File: src/rtl/dlram_wr_control.sv
// Write-side sequencer for the two-bank downlink ping-pong RAM.
// Optional saturating drop counter output enabled by DLRAM_WR_DROP_CNT_EN.
module dlram_wr_control #(
  parameter int DATA_W     = 10,
  parameter int ADDR_W     = 7,
  parameter int FRAME_LEN  = 38,
  parameter int BANK0_BASE = 0,
  parameter int BANK1_BASE = 64
) (
  input  logic              clk,
  input  logic              Rst,
  input  logic              dinEn,
  input  logic [DATA_W-1:0] din,
  input  logic              frameSync,
  input  logic [1:0]        DlRAM_rd_state,
  output logic [1:0]        DlRAM_wr_state,
  output logic              wrRAMEn,
  output logic [ADDR_W-1:0] wrRAMAddr,
  output logic [DATA_W-1:0] wrRAMData,
  output logic              activeBank,
`ifdef DLRAM_WR_DROP_CNT_EN
  output logic              overflow,
  output logic [15:0]       dropCnt
`else
  output logic              overflow
`endif
);

  localparam int CNT_W = (FRAME_LEN > 1) ? $clog2(FRAME_LEN) : 1;

  typedef enum logic [1:0] {
    S_FILL0 = 2'd0,
    S_FILL1 = 2'd1,
    S_WAIT0 = 2'd2,
    S_WAIT1 = 2'd3
  } state_t;

  state_t            state;
  logic [CNT_W-1:0]  wrCnt;
  logic [1:0]        rdStatePrev;

  logic              bank;
  logic              filling;
  logic              last_word;
  logic [1:0]        rd_rise;
  logic [1:0]        release_req;
  logic [1:0]        set_req;
  logic [ADDR_W-1:0] bank_base;
  logic [ADDR_W-1:0] cnt_addr;

  always_comb begin
    bank        = (state == S_FILL1) || (state == S_WAIT1);
    filling     = (state == S_FILL0) || (state == S_FILL1);
    // Only a fresh rising edge releases a bank; a held-high level is stale.
    rd_rise     = DlRAM_rd_state & ~rdStatePrev;
    release_req = rd_rise & DlRAM_wr_state;
    last_word   = filling && dinEn && !frameSync &&
                  (wrCnt == CNT_W'(FRAME_LEN - 1));
    set_req     = '0;
    if (last_word) set_req[bank] = 1'b1;
    bank_base   = bank ? ADDR_W'(BANK1_BASE) : ADDR_W'(BANK0_BASE);
    cnt_addr    = frameSync ? '0 : ADDR_W'(wrCnt);
  end

  always_ff @(posedge clk) begin
    if (Rst) begin
      state          <= S_FILL0;
      wrCnt          <= '0;
      rdStatePrev    <= '0;
      DlRAM_wr_state <= '0;
      wrRAMEn        <= 1'b0;
      wrRAMAddr      <= '0;
      wrRAMData      <= '0;
      activeBank     <= 1'b0;
      overflow       <= 1'b0;
`ifdef DLRAM_WR_DROP_CNT_EN
      dropCnt        <= '0;
`endif
    end else begin
      rdStatePrev    <= DlRAM_rd_state;
      // Set takes priority over a same-cycle release.
      DlRAM_wr_state <= (DlRAM_wr_state & ~release_req) | set_req;
      wrRAMEn        <= 1'b0;
      overflow       <= 1'b0;
      unique case (state)
        S_FILL0, S_FILL1: begin
          if (dinEn) begin
            wrRAMEn   <= 1'b1;
            wrRAMAddr <= bank_base + cnt_addr;
            wrRAMData <= din;
            if (last_word) begin
              wrCnt      <= '0;
              activeBank <= ~bank;
              if (DlRAM_wr_state[~bank])
                state <= bank ? S_WAIT0 : S_WAIT1;
              else
                state <= bank ? S_FILL0 : S_FILL1;
            end else if (frameSync) begin
              wrCnt <= CNT_W'(1);
            end else begin
              wrCnt <= wrCnt + CNT_W'(1);
            end
          end else if (frameSync) begin
            wrCnt <= '0;
          end
        end
        S_WAIT0, S_WAIT1: begin
          if (dinEn) begin
            overflow <= 1'b1;
`ifdef DLRAM_WR_DROP_CNT_EN
            if (dropCnt != '1) dropCnt <= dropCnt + 16'd1;
`endif
          end
          if (!DlRAM_wr_state[bank])
            state <= bank ? S_FILL1 : S_FILL0;
        end
        default: state <= S_FILL0;
      endcase
    end
  end

endmodule
File: config.mk
export PLATFORM = sky130hd
export DESIGN_NAME = dlram_wr_control
export DESIGN_NICKNAME = d
export VERILOG_FILES = /design/src/rtl/dlram_wr_control.sv
export SDC_FILE = /design/constraint.sdc
export NUM_CORES = 1
export LEC_CHECK = 0
export CAP_MARGIN = 20
export CELL_PAD_IN_SITES_DETAIL_PLACEMENT = 1
export CELL_PAD_IN_SITES_GLOBAL_PLACEMENT = 2
export CORE_MARGIN = 2
export CORE_UTILIZATION = 27
export CTS_CLUSTER_DIAMETER = 30
export DETAILED_ROUTE_END_ITERATION = 8
export PLACE_DENSITY_LB_ADDON = 0.3
export SETUP_SLACK_MARGIN = 0.3
export SYNTH_ARGS = -nofsm -noshare
export SYNTH_HDL_FRONTEND = slang
export SYNTH_SLANG_ARGS = --single-unit
File: constraint.sdc
create_clock -name clk -period 2.28 [get_ports clk]
set_input_delay 0.57 -clock clk [delete_from_list [all_inputs] [get_ports clk]]
set_output_delay 0.57 -clock clk [all_outputs]
set_load 0.01 [all_outputs]
==> results.tsv, run 1 <==
stage	metric	value	unit
outcome	status	completed	
sta	finalSetupTns	0	ns
floorplan	core_area	5070	sq um
placement	gp_congestion	0.772	
synth	yosysUniqueCellTypes	33	
clock_tree	cts_buffers	5	
setup_path	critPathMaxFanout	2	
grt	met2_usage	25.0	%
detailed_routing	wirelength	3920	microns
synth	synth-simple-area-share	24.0	%
job	drv_cap	0	
cells_and_area	final_nets	229	
detailed_routing	ant_nets	0	
cells_and_area	drive_above_1_share	11.6	%
grt	gr-total-overflow	0	
sta	final-setup-viol-count	0	
detailed_routing	drc_errors	0	
placement	post-dp-hpwl	2850	microns
sta	skew	0.00955	ns
synth	synth_area_leaders	dfxtp_1 (45%), a21oi_1 (8.5%), nand2_1 (6.6%)	
grt	use_met3	4.74	%
hold_path	hold_path.class	flop to flop	
sta	final_hold_viol_count	0	
sta	rsz0062_at_grt	true	
sta	period_minus_slack	1.89	ns
grt	antenna_found_initial	0	
sta	tightestPinTransition	0.548	ns
synth	syn-num-nets	187	
synth	yosys.area_share.adder	5.31	%
floorplan	die-area	5830	sq um
cells_and_area	n_antenna_cell	0	
synth	synth_flop_cell	dfxtp_1	
clock_tree	cts_tree	yes	
clock_tree	htree_levels	2	
grt	grtUsageTotal	14.5	%
setup_path	endpoint_kind	flop	
power	p_leak	0.000713	uW
floorplan	io_pins	38	
sta	finalCritPeriodShare	82.7	%
detailed_routing	drt_pre_antenna_iters	4	
clock_tree	clk_latency	0.29	ns
sta	slew_violations	0	
floorplan	start_util	27.9	%
synth	yosysWarnings	0	
sta	max_freq	0.530	GHz
grt	grt_max_degree	31	
placement	dpl_worst_slack	0.0493	ns
clock_tree	cts-root-buf	clkbuf_8	
sta	setup_slack	0.394	ns
cells_and_area	syn_to_final_growth	42.1	%
synth	netlist.top_cell.by_area	dfxtp_1	
clock_tree	path_clk_slew	0.07	ns
sta	relSlewSlack	63.5	%
synth	synthesis.area	1410	sq um
detailed_routing	vias	1298	
grt	busiest_layer	met2	
setup_path	cp.required	2.46	ns
setup_path	critPathLaunchType	input pin	
synth	synth_edf_count	0	
detailed_routing	dr.first_iter.drc_count	60	
synth	yosysSeqAreaShare	45.3	%
setup_path	crit_type	input pin to flop	
synth	synth_xor_area_share	0	%
grt	grt_pass1_wl	6710	microns
clock_tree	cts.sinks	32	
synth	synthCells	165	
grt	grt_use_met1	16.5	%
detailed_routing	routedWlPerCell	14.1	microns
synth	synth_seq_cells	32	
detailed_routing	vias_per_cell	4.69	
setup_path	worstPathArrival	2.07	ns
clock_tree	ctsHoldBuffers	0	
synth	synth.area.mux_share	2.83	%
floorplan	die_h	76.4	microns
clock_tree	postCtsSetupBuffers	0	
synth	syn_avg_cell_area	8.57	sq um
power	vdd_ir_drop_max	0.321	mV
synth	synthDominantCellAreaShare	45.3	%
synth	synth_compound_area_share	18.5	%
power	fin_total_pwr	1330	uW
floorplan	die_w	76.4	microns
power	power_density	660	nW/um^2
synth	synth_most_common_cell	dfxtp_1	
synth	ys_async_sr_fraction	0	%
floorplan	num_rows	26	
synth	ys_top_cells_by_count	dfxtp_1 (32), nand2_1 (25), a21oi_1 (24), nor2_1 (16)	
placement	port-buffer-count	37	
clock_tree	ctsLongestPathBuffers	2	
grt	grt_pass1_vias	1414	
synth	synth_top_family_by_area	simple AND/OR/NAND/NOR gates	
[logic make-up after synthesis]
| group | Yosys count |
|---|---|
| compound gates | 40 |
| fa+ha+maj | 6 |
| buf+inv | 15 |
| flops | 32 |
| mux | 3 |
| simple gates | 69 |
[repair_timing]
item	4_1_cts	5_1_grt
resized for setup	0	3
endpoints found under the setup margin	0	3
hold endpoints to repair	0	0
[layout by cell type, fill, tap and decap left out, types with 3 or more instances in the layout]
| master | n |
|---|---|
| nand2_1 | 25 |
| dfxtp_1 | 32 |
| inv_1 | 7 |
| a211oi_1 | 3 |
| buf_4 | 5 |
| clkbuf_8 | 7 |
| nor3b_1 | 5 |
| nor2_1 | 16 |
| clkdlybuf4s50_1 | 37 |
| o21ai_0 | 4 |
| nand3_1 | 5 |
| nor3_1 | 3 |
| a21oi_1 | 24 |
| ha_1 | 5 |
[final timing paths]
check,from,end,slack (ns),cells after the start
worst max-delay path,dinEn,state[0],0.39,5
worst min-delay path,wrRAMData[5],wrRAMData[5],0.46,2
worst max register to register,state[0],state[0],0.42,6
worst min register to register,wrRAMData[5],wrRAMData[5],0.46,2
[routing by layer]
layer	up-vias	part of all wire [%]
li1	645	-
met5	-	0
met4	0	1.5
met2	31	50
met3	7	6.3
met1	615	42
[flip-flops by register name, indices dropped and copies added, names as in the netlist, 2 cells and up]
signal and flops:
wrRAMAddr 7, wrCnt 6, state 2, rdStatePrev 2, wrRAMData 10, DlRAM_wr_state 2
[layout make-up]
cell class,count,area [sq um]
clock buffer,7,96.3
fill,626,3070
inverter,7,26.3
multi-input combinational,118,731
sequential,32,641
tap,70,87.6
timing repair buffer,43,428
[worst max-delay path, cell delays in order]
cell             delay (ns)
clkdlybuf4s50_1        0.49
and2b_2                0.18
a31oi_4                0.09
a2111oi_4              0.40
mux2_4                 0.34
[power breakdown]
group / total [uW] / switching, uW / internal, uW
Sequential: 601 / 14.9 / 586
Combinational: 248 / 128 / 120
Clock: 478 / 209 / 269
[metrics by stage]
| stage | hold slack, ns | utilization (%) | instances | cell area (sq um) |
|---|---|---|---|---|
| 2_1_floorplan | 0.481 | - | 165 | 1410 |
| 3_3_place_gp | 0.442 | 37.4 | 270 | 1900 |
| 3_5_place_dp | 0.454 | 37.4 | 270 | 1900 |
| 4_1_cts | 0.463 | 39.3 | 277 | 1990 |
| 5_1_grt | 0.491 | 39.6 | 277 | 2010 |
| 6_report | 0.459 | 39.6 | 277 | 2010 |
Power figures use the tool's default switching activity.
==> run 2, diff against run 1 <==
==> constraint.sdc (replaced) <==
create_clock -name clk -period 1.8 [get_ports clk]
set_input_delay 0.45 -clock clk [delete_from_list [all_inputs] [get_ports clk]]
set_output_delay 0.45 -clock clk [all_outputs]
set_load 0.01 [all_outputs]
==> results.tsv, run 2 (synthesis gave the netlist of run 1 again) <==
stage	metric	value	unit
outcome	status	completed	
placement	post-dp-hpwl	2980	microns
sta	final-setup-viol-count	0	
sta	rsz0062_at_grt	true	
sta	setup_slack	0.110	ns
grt	gr-total-overflow	0	
power	vdd_ir_drop_max	0.342	mV
cells_and_area	mostFrequentLayoutCell	dfxtp_1	
grt	grt_pass1_wl	7160	microns
detailed_routing	wirelength	4500	microns
clock_tree	path_clk_slew	0.06	ns
sta	max_freq	0.592	GHz
setup_path	cp.required	1.97	ns
clock_tree	htree_levels	2	
power	fin_total_pwr	1780	uW
sta	slew_violations	0	
detailed_routing	dr.first_iter.drc_count	41	
power	p_leak	0.000978	uW
floorplan	io_pins	38	
cells_and_area	final_cell_mix	dfxtp_1 (26), dlygate4sd2_1 (24), nand2_1 (23)	
power	power_density	746	nW/um^2
floorplan	die_h	76.4	microns
clock_tree	ctsLongestPathBuffers	2	
sta	period_minus_slack	1.69	ns
cells_and_area	drive_above_1_share	31.8	%
clock_tree	cts-root-buf	clkbuf_8	
floorplan	die-area	5830	sq um
cells_and_area	final_area	2380	sq um
setup_path	critPathMaxFanout	5	
grt	grt_max_degree	24	
detailed_routing	routedWlPerCell	14.8	microns
setup_path	worstPathArrival	1.86	ns
cells_and_area	syn_to_final_growth	68.5	%
floorplan	start_util	27.9	%
sta	relSlewSlack	75.5	%
placement	gp_congestion	0.754	
sta	skew	0.00273	ns
floorplan	die_w	76.4	microns
placement	port-buffer-count	37	
placement	dpl_worst_slack	-0.218	ns
hold_path	hold_path.class	flop to flop	
detailed_routing	ant_nets	0	
setup_path	rrSetupSlack	0.11	ns
setup_path	critPathLaunchType	flop	
detailed_routing	vias_per_cell	4.73	
cells_and_area	reg_top3	wrRAMData: 10 flops, wrRAMAddr: 7 flops, wrCnt: 6 flops	
clock_tree	cts_tree	yes	
cells_and_area	largest_reg_flops	10	
setup_path	crit_type	flop to flop	
placement	place_area	1980	sq um
detailed_routing	vias	1433	
grt	grt_pass1_vias	1397	
cells_and_area	final_nets	254	
grt	grtUsageTotal	15.5	%
clock_tree	clk_latency	0.28	ns
clock_tree	cts.sinks	32	
sta	final_hold_viol_count	0	
floorplan	num_rows	26	
clock_tree	cts_buffers	5	
floorplan	core_area	5070	sq um
grt	antenna_found_initial	0	
cells_and_area	n_antenna_cell	0	
setup_path	endpoint_kind	flop	
detailed_routing	drc_errors	0	
cells_and_area	final_util	46.9	%
cells_and_area	largest-register	wrRAMData	
sta	tightestPinTransition	0.367	ns
job	drv_cap	0	
sta	finalCritPeriodShare	93.9	%
detailed_routing	drt_pre_antenna_iters	4	
==> run 2: path summary, 6_finish.rpt <==
path                startpoint  depth (start not counted)            to
setup / recovery      state[1]                          6      state[1]
hold / removal    wrRAMData[9]                          2  wrRAMData[9]
setup reg to reg      state[1]                          6      state[1]
hold reg to reg   wrRAMData[9]                          2  wrRAMData[9]
==> run 2: what timing repair did <==
item                       in CTS  in global routing
setup endpoints to repair      49                 18
hold buffers                    0                  0
cloned                          0                  3
pin swaps                      13                 15
resized for setup              42                 18
buffers inserted                6                 12
==> run 2: critical path, stage by stage, from the launching register on <==
cell and delay (ns):
dfxtp_4 0.38, inv_6 0.08, ha_4 0.17, nor2_4 0.04
and3_4 0.17, a2111oi_4 0.41, mux2_4 0.33
==> run 2: where the power goes <==
group	leakage (uW)	internal (uW)	total, uW	switching, uW
logic	0.000668	244	455	211
registers	0.000265	742	762	20.6
clock network	0.0000455	311	560	249
total	0.000978	1300	1780	480
==> run 2: final cells by class <==
cell class / instances / area (sq um)
clock buffers: 8 / 90.1
repair buffers: 68 / 656
fillers: 609 / 2690
inverters: 7 / 33.8
multi-input cells: 118 / 860
flip-flops and latches: 32 / 656
well taps: 70 / 87.6
==> run 2: routing by layer <==
metal	share of wire, %	vias up	track usage, %
met5	0	-	0
met4	1.0	0	6.00
met3	4.5	5	4.98
met2	51	39	26.0
met1	44	687	18.5
li1	-	702	-
==> run 2: per-stage QoR <==
| stage | hold WS [ns] | TNS, ns | instances |
|---|---|---|---|
| floorplan | 0.481 | 0 | 165 |
| global placement | 0.443 | -0.955 | 274 |
| finish | 0.451 | 0 | 303 |
| detailed placement | 0.450 | -1.39 | 274 |
| CTS | 0.454 | 0 | 288 |
| global route | 0.470 | 0 | 303 |
==> run 3, diff against run 2 <==
--- a/config.mk
+++ b/config.mk
@@ -9,9 +9,11 @@
 export CELL_PAD_IN_SITES_DETAIL_PLACEMENT = 1
 export CELL_PAD_IN_SITES_GLOBAL_PLACEMENT = 2
 export CORE_MARGIN = 2
-export CORE_UTILIZATION = 27
+export CORE_UTILIZATION = 37
+export CTS_BUF_LIST = sky130_fd_sc_hd__clkbuf_8
 export CTS_CLUSTER_DIAMETER = 30
 export DETAILED_ROUTE_END_ITERATION = 8
+export DONT_BUFFER_PORTS = 1
 export PLACE_DENSITY_LB_ADDON = 0.3
 export SETUP_SLACK_MARGIN = 0.3
 export SYNTH_ARGS = -nofsm -noshare
==> results.tsv, run 3 (synthesis gave the netlist of run 1 again) <==
stage	metric	value	unit
clock_tree	cts-root-buf	clkbuf_8	
setup_path	worstPathCellList	inv_2 > ha_4 > and3b_4 > a31oi_4 > a2111oi_4 > mux2_4	
clock_tree	cts_buffers	5	
setup_path	regToRegEndpoint	state[1]	
setup_path	critPathMaxFanout	2	
detailed_routing	routedWlPerCell	17.7	microns
grt	grt_pass1_vias	1241	
grt	grt_max_degree	35	
setup_path	endpoint_kind	flop	
cells_and_area	largest-register	wrRAMData	
cells_and_area	mostFrequentLayoutCell	dfxtp_1	
placement	dpl_worst_slack	0.0835	ns
floorplan	die-area	4330	sq um
setup_path	worstRegToRegCells	6	
grt	gr-total-overflow	0	
sta	final_hold_viol_count	0	
detailed_routing	ant_nets	0	
clock_tree	ctsHoldBuffers	0	
cells_and_area	n_antenna_cell	0	
floorplan	num_rows	22	
grt	antenna_found_initial	0	
setup_path	crit_type	flop to flop	
cells_and_area	reg_top3	wrRAMData: 10 flops, wrRAMAddr: 7 flops, wrCnt: 6 flops	
floorplan	die_w	65.8	microns
hold_path	hold_path.class	input pin to flop	
cells_and_area	final_area	2010	sq um
sta	max_freq	0.596	GHz
floorplan	start_util	38.6	%
setup_path	cp.required	1.97	ns
grt	grtUsageTotal	18.5	%
cells_and_area	final_cell_mix	dfxtp_1 (27), nand2_1 (20), a21oi_1 (17), buf_4 (17), nor2_1 (14)	
placement	port-buffer-count	0	
power	power_density	860	nW/um^2
clock_tree	htree_levels	2	
sta	slew_violations	0	
floorplan	core_area	3660	sq um
sta	rsz0062_at_grt	true	
job	drv_cap	0	
detailed_routing	drt_pre_antenna_iters	4	
outcome	status	completed	
placement	gp_congestion	0.786	
sta	holdWs	0.224	ns
setup_path	cpMaxStageDelayCell	a2111oi_4	
cells_and_area	final_util	54.8	%
detailed_routing	wirelength	4220	microns
clock_tree	path_clk_slew	0.07	ns
setup_path	worstPathArrival	1.85	ns
cells_and_area	drive_above_1_share	40.8	%
cells_and_area	final_nets	212	
placement	place_area	1560	sq um
setup_path	cp.depth	6	
cells_and_area	largest_reg_flops	10	
cells_and_area	syn_to_final_growth	41.9	%
clock_tree	clk_latency	0.28	ns
setup_path	worst-path-buf-inv	1	
clock_tree	cts_tree	yes	
detailed_routing	drc_errors	0	
power	p_leak	0.000740	uW
clock_tree	cts.sinks	32	
floorplan	die_h	65.8	microns
setup_path	startpoint	wrCnt[1]	
sta	tightestPinTransition	0.362	ns
setup_path	rrSetupSlack	0.12	ns
setup_path	crit-reg2reg-launch	wrCnt[1]	
hold_path	hold_depth	1	
setup_path	critPathTopFamily	compound AO/OA/AOI/OAI gates	
setup_path	critPathLaunchType	flop	
sta	finalCritPeriodShare	93.2	%
floorplan	io_pins	38	
power	vdd_ir_drop_max	0.538	mV
detailed_routing	dr.first_iter.drc_count	15	
setup_path	slowest_delay	0.42	ns
sta	skew	0.00324	ns
detailed_routing	vias_per_cell	5.38	
hold_path	min_to	rdStatePrev[0]	
grt	grt_pass1_wl	6000	microns
sta	period_minus_slack	1.68	ns
clock_tree	ctsLongestPathBuffers	2	
sta	final-setup-viol-count	0	
sta	setup_slack	0.123	ns
sta	relSlewSlack	75.9	%
placement	post-dp-hpwl	2420	microns
detailed_routing	vias	1285	
hold_path	hp-start	Rst	
sta	finalSetupTns	0	ns
[run 3: cell count changes in the layout (fill, tap and decap cells not counted), sizes merged]
cell / previous run / this run
clkbuf: 10 / 8
buf: 29 / 24
inv: 7 / 8
clkdlybuf4s50: 13 / 0
dlygate4sd2: 24 / 0
clkinvlp: 0 / 1
[run 3: per-stage QoR]
stage	instances	power (uW)
2_1_floorplan	165	953
3_3_place_gp	211	999
3_5_place_dp	211	1010
4_1_cts	228	1630
5_1_grt	239	1810
6_report	239	1720
[run 3: area by class of cell]
class | count | area (sq um)
Inverter | 7 | 31.3
Timing Repair Buffer | 26 | 265
Clock inverter | 2 | 11.3
Clock buffer | 6 | 82.6
Tap cell | 48 | 60.1
Sequential cell | 32 | 654
Fill cell | 411 | 1660
Multi-Input combinational cell | 118 | 901
[run 3: power breakdown]
part	internal, uW	total, uW	switching [uW]
Clock	305	572	267
Combinational	190	370	181
Sequential	741	782	40.7
[run 3: worst max-delay path by stage]
| stage | end |
|---|---|
| final | state[1] |
| after global routing | state[0] |
| after CTS | state[1] |
| after detailed placement | state[1] |
| after global placement | state[0] |
| after floorplan | state[0] |
[run 3: timing repair]
item | in CTS | in global routing
setup buffers | 9 | 8
setup endpoints to repair | 23 | 27
resized for setup | 13 | 32
pin swaps | 12 | 17
hold endpoints to repair | 0 | 0
cloned | 0 | 3
[run 3: metal layers]
metal  global-route usage, %  up-vias  wire [microns]
li1                        -      614               -
met1                    23.0      633            1700
met2                    28.9       32            2190
met3                    5.96        6             264
met4                    8.59        0              69
met5                       0        -               0
[run 3: worst reg2reg max path: cells and delay by family (launching register included)]
kind,cells,cell delay (ns)
mux,1,0.34
buf+inv,1,0.07
simple gates,1,0.21
flops,1,0.33
compound gates,2,0.51
fa+ha+maj,1,0.11
==> patch, RTL diff (config.mk and constraints of run 2) <==
Make the reset (`Rst`) asynchronous in one clocked block.
--- a/src/rtl/dlram_wr_control.sv
+++ b/src/rtl/dlram_wr_control.sv
@@ -63,5 +63,5 @@
   end
 
-  always_ff @(posedge clk) begin
+  always_ff @(posedge clk or posedge Rst) begin
     if (Rst) begin
       state          <= S_FILL0;
Formal check against the unedited RTL: differs if Rst is asserted again (counterexample within 4 cycles, from zero or initial values and one cycle with Rst high); with Rst held inactive, the same outputs for 10 cycles.
==> patch against run 2 <==
  * Sequential cell count stayed put
  * Wire length is 7.6% lower
  * Setup slack better by 0.099 ns
  * Area after synthesis is 2.4% higher
  * Final area is 2.0% higher
  * Critical path depth stayed put
  * Count of clock-buffer cells in the layout is 2 lower
  * Critical path type unchanged
  * Critical endpoint is now state[1]
Power is not compared: it rests on default switching activity, and its combinational part moved more than twofold at a synthesized area within 25%.
==> patch: results (changes against run 2) <==
INFO  metric setup.reg_to_reg.worst_slack = 0.21 ns (+0.10 ns)
INFO  metric outcome = finished clean
INFO  metric place_inst = 263 (-4.0%)
INFO  metric multiInputGateArea = 822.0 sq um (-4.4%)
INFO  metric dr_total_vias = 1,309 (-8.7%)
INFO  metric max_slew.worst_pin.slew = 0.4595 ns (+0.09231 ns)
INFO  metric postSynthNetCount = 173 (-7.5%)
INFO  metric inverters_non_clock = 8 (+1)
INFO  metric worstHoldEndpoint = wrRAMData[9]
INFO  metric timing.critical_path.slowest_stage_cell = sky130_fd_sc_hd__or4_1
INFO  metric crit-reg2reg-capture = state[1]
INFO  metric layout.buffer.nonclock.area_share = 0.2384 (-0.03680)
INFO  metric grt.total_usage = 0.1420 (-0.01329)
INFO  metric min-delay-start = wrRAMData[9]
INFO  metric worstPathMaxFanout = 2 (-3)
INFO  metric grt_pass1_vias = 1,408 (+0.79%)
INFO  metric register_area = 800.8 sq um (+22%)
INFO  metric synth_area_leaders = sky130_fd_sc_hd__dfrtp_1, sky130_fd_sc_hd__nand2_1, sky130_fd_sc_hd__ha_1
INFO  metric fin_hold_ws = 0.4750 ns (+0.02352 ns)
INFO  metric yosys-mux-area-fraction = 0.02161 (-0.006711)
INFO  metric grt_start_max_net_pins = 33 (+38%)
INFO  metric synthAdderAreaFrac = 0.05186 (-0.001239)
INFO  metric syn-cell-area = 1448 sq um (+2.4%)
INFO  metric gp_congestion = 0.7596 (+0.70%)
INFO  metric drive_above_1_share = 0.3474 (+0.02982)
INFO  metric crit_family = simple AND/OR/NAND/NOR gates
INFO  metric fill_cells = 601 (-1.3%)
INFO  metric skew = 0.007122 ns (+0.004394 ns)
INFO  metric timing.critical_path.arrival = 1.80 ns (-0.06 ns)
INFO  metric synth_top_cells_by_count = sky130_fd_sc_hd__nand2_1, sky130_fd_sc_hd__dfrtp_1, sky130_fd_sc_hd__o21ai_0
INFO  metric multi_input_comb_cells = 105 (-11%)
INFO  metric vias_per_cell = 4.625 (-2.2%)
INFO  metric first_pass_grt_wire_length = 6699 microns (-6.5%)
INFO  metric asyncSetResetFlopFracSynth = 1.000 (+1.000)
INFO  metric worst_setup_path_startpoint = wrCnt[1]
INFO  metric area_growth_syn_to_layout = 67.85%
INFO  metric cp_slowest_stage_delay = 0.43 ns (+0.02 ns)
==> patch: cell count changes after synthesis, sizes merged, moves of 3 or more <==
cell	delta
a211oi	-4
a21oi	-23
and3	-3
clkbuf	-3
dfrtp	+32
dfxtp	-32
nand2	+20
nand2b	+3
nand3	-4
nor2	-13
nor3b	-5
o21ai	+10
==> patch: metal layers <==
layer | GRT usage | vias up | wire (microns)
met5 | 0 | - | 0
met4 | 0.05357 | 0 | 60
met3 | 0.04118 | 7 | 148
met2 | 0.2461 | 20 | 2246
met1 | 0.1651 | 653 | 1698
li1 | - | 629 | -
==> patch: tightest hold or removal path, stage by stage, from the launching register on <==
cell and delay (ns):
sky130_fd_sc_hd__dfrtp_1 0.34, sky130_fd_sc_hd__nand2_1 0.06, sky130_fd_sc_hd__nand2_2 0.05
==> patch: how the worst max path moves through the flow <==
stage	end	slack, ns
finish	state[1]	0.21
CTS	DlRAM_wr_state[1]	0.14
global route	state[1]	0.14
floorplan	state[1]	0.24
global placement	activeBank	-0.06
detailed placement	state[0]	-0.11
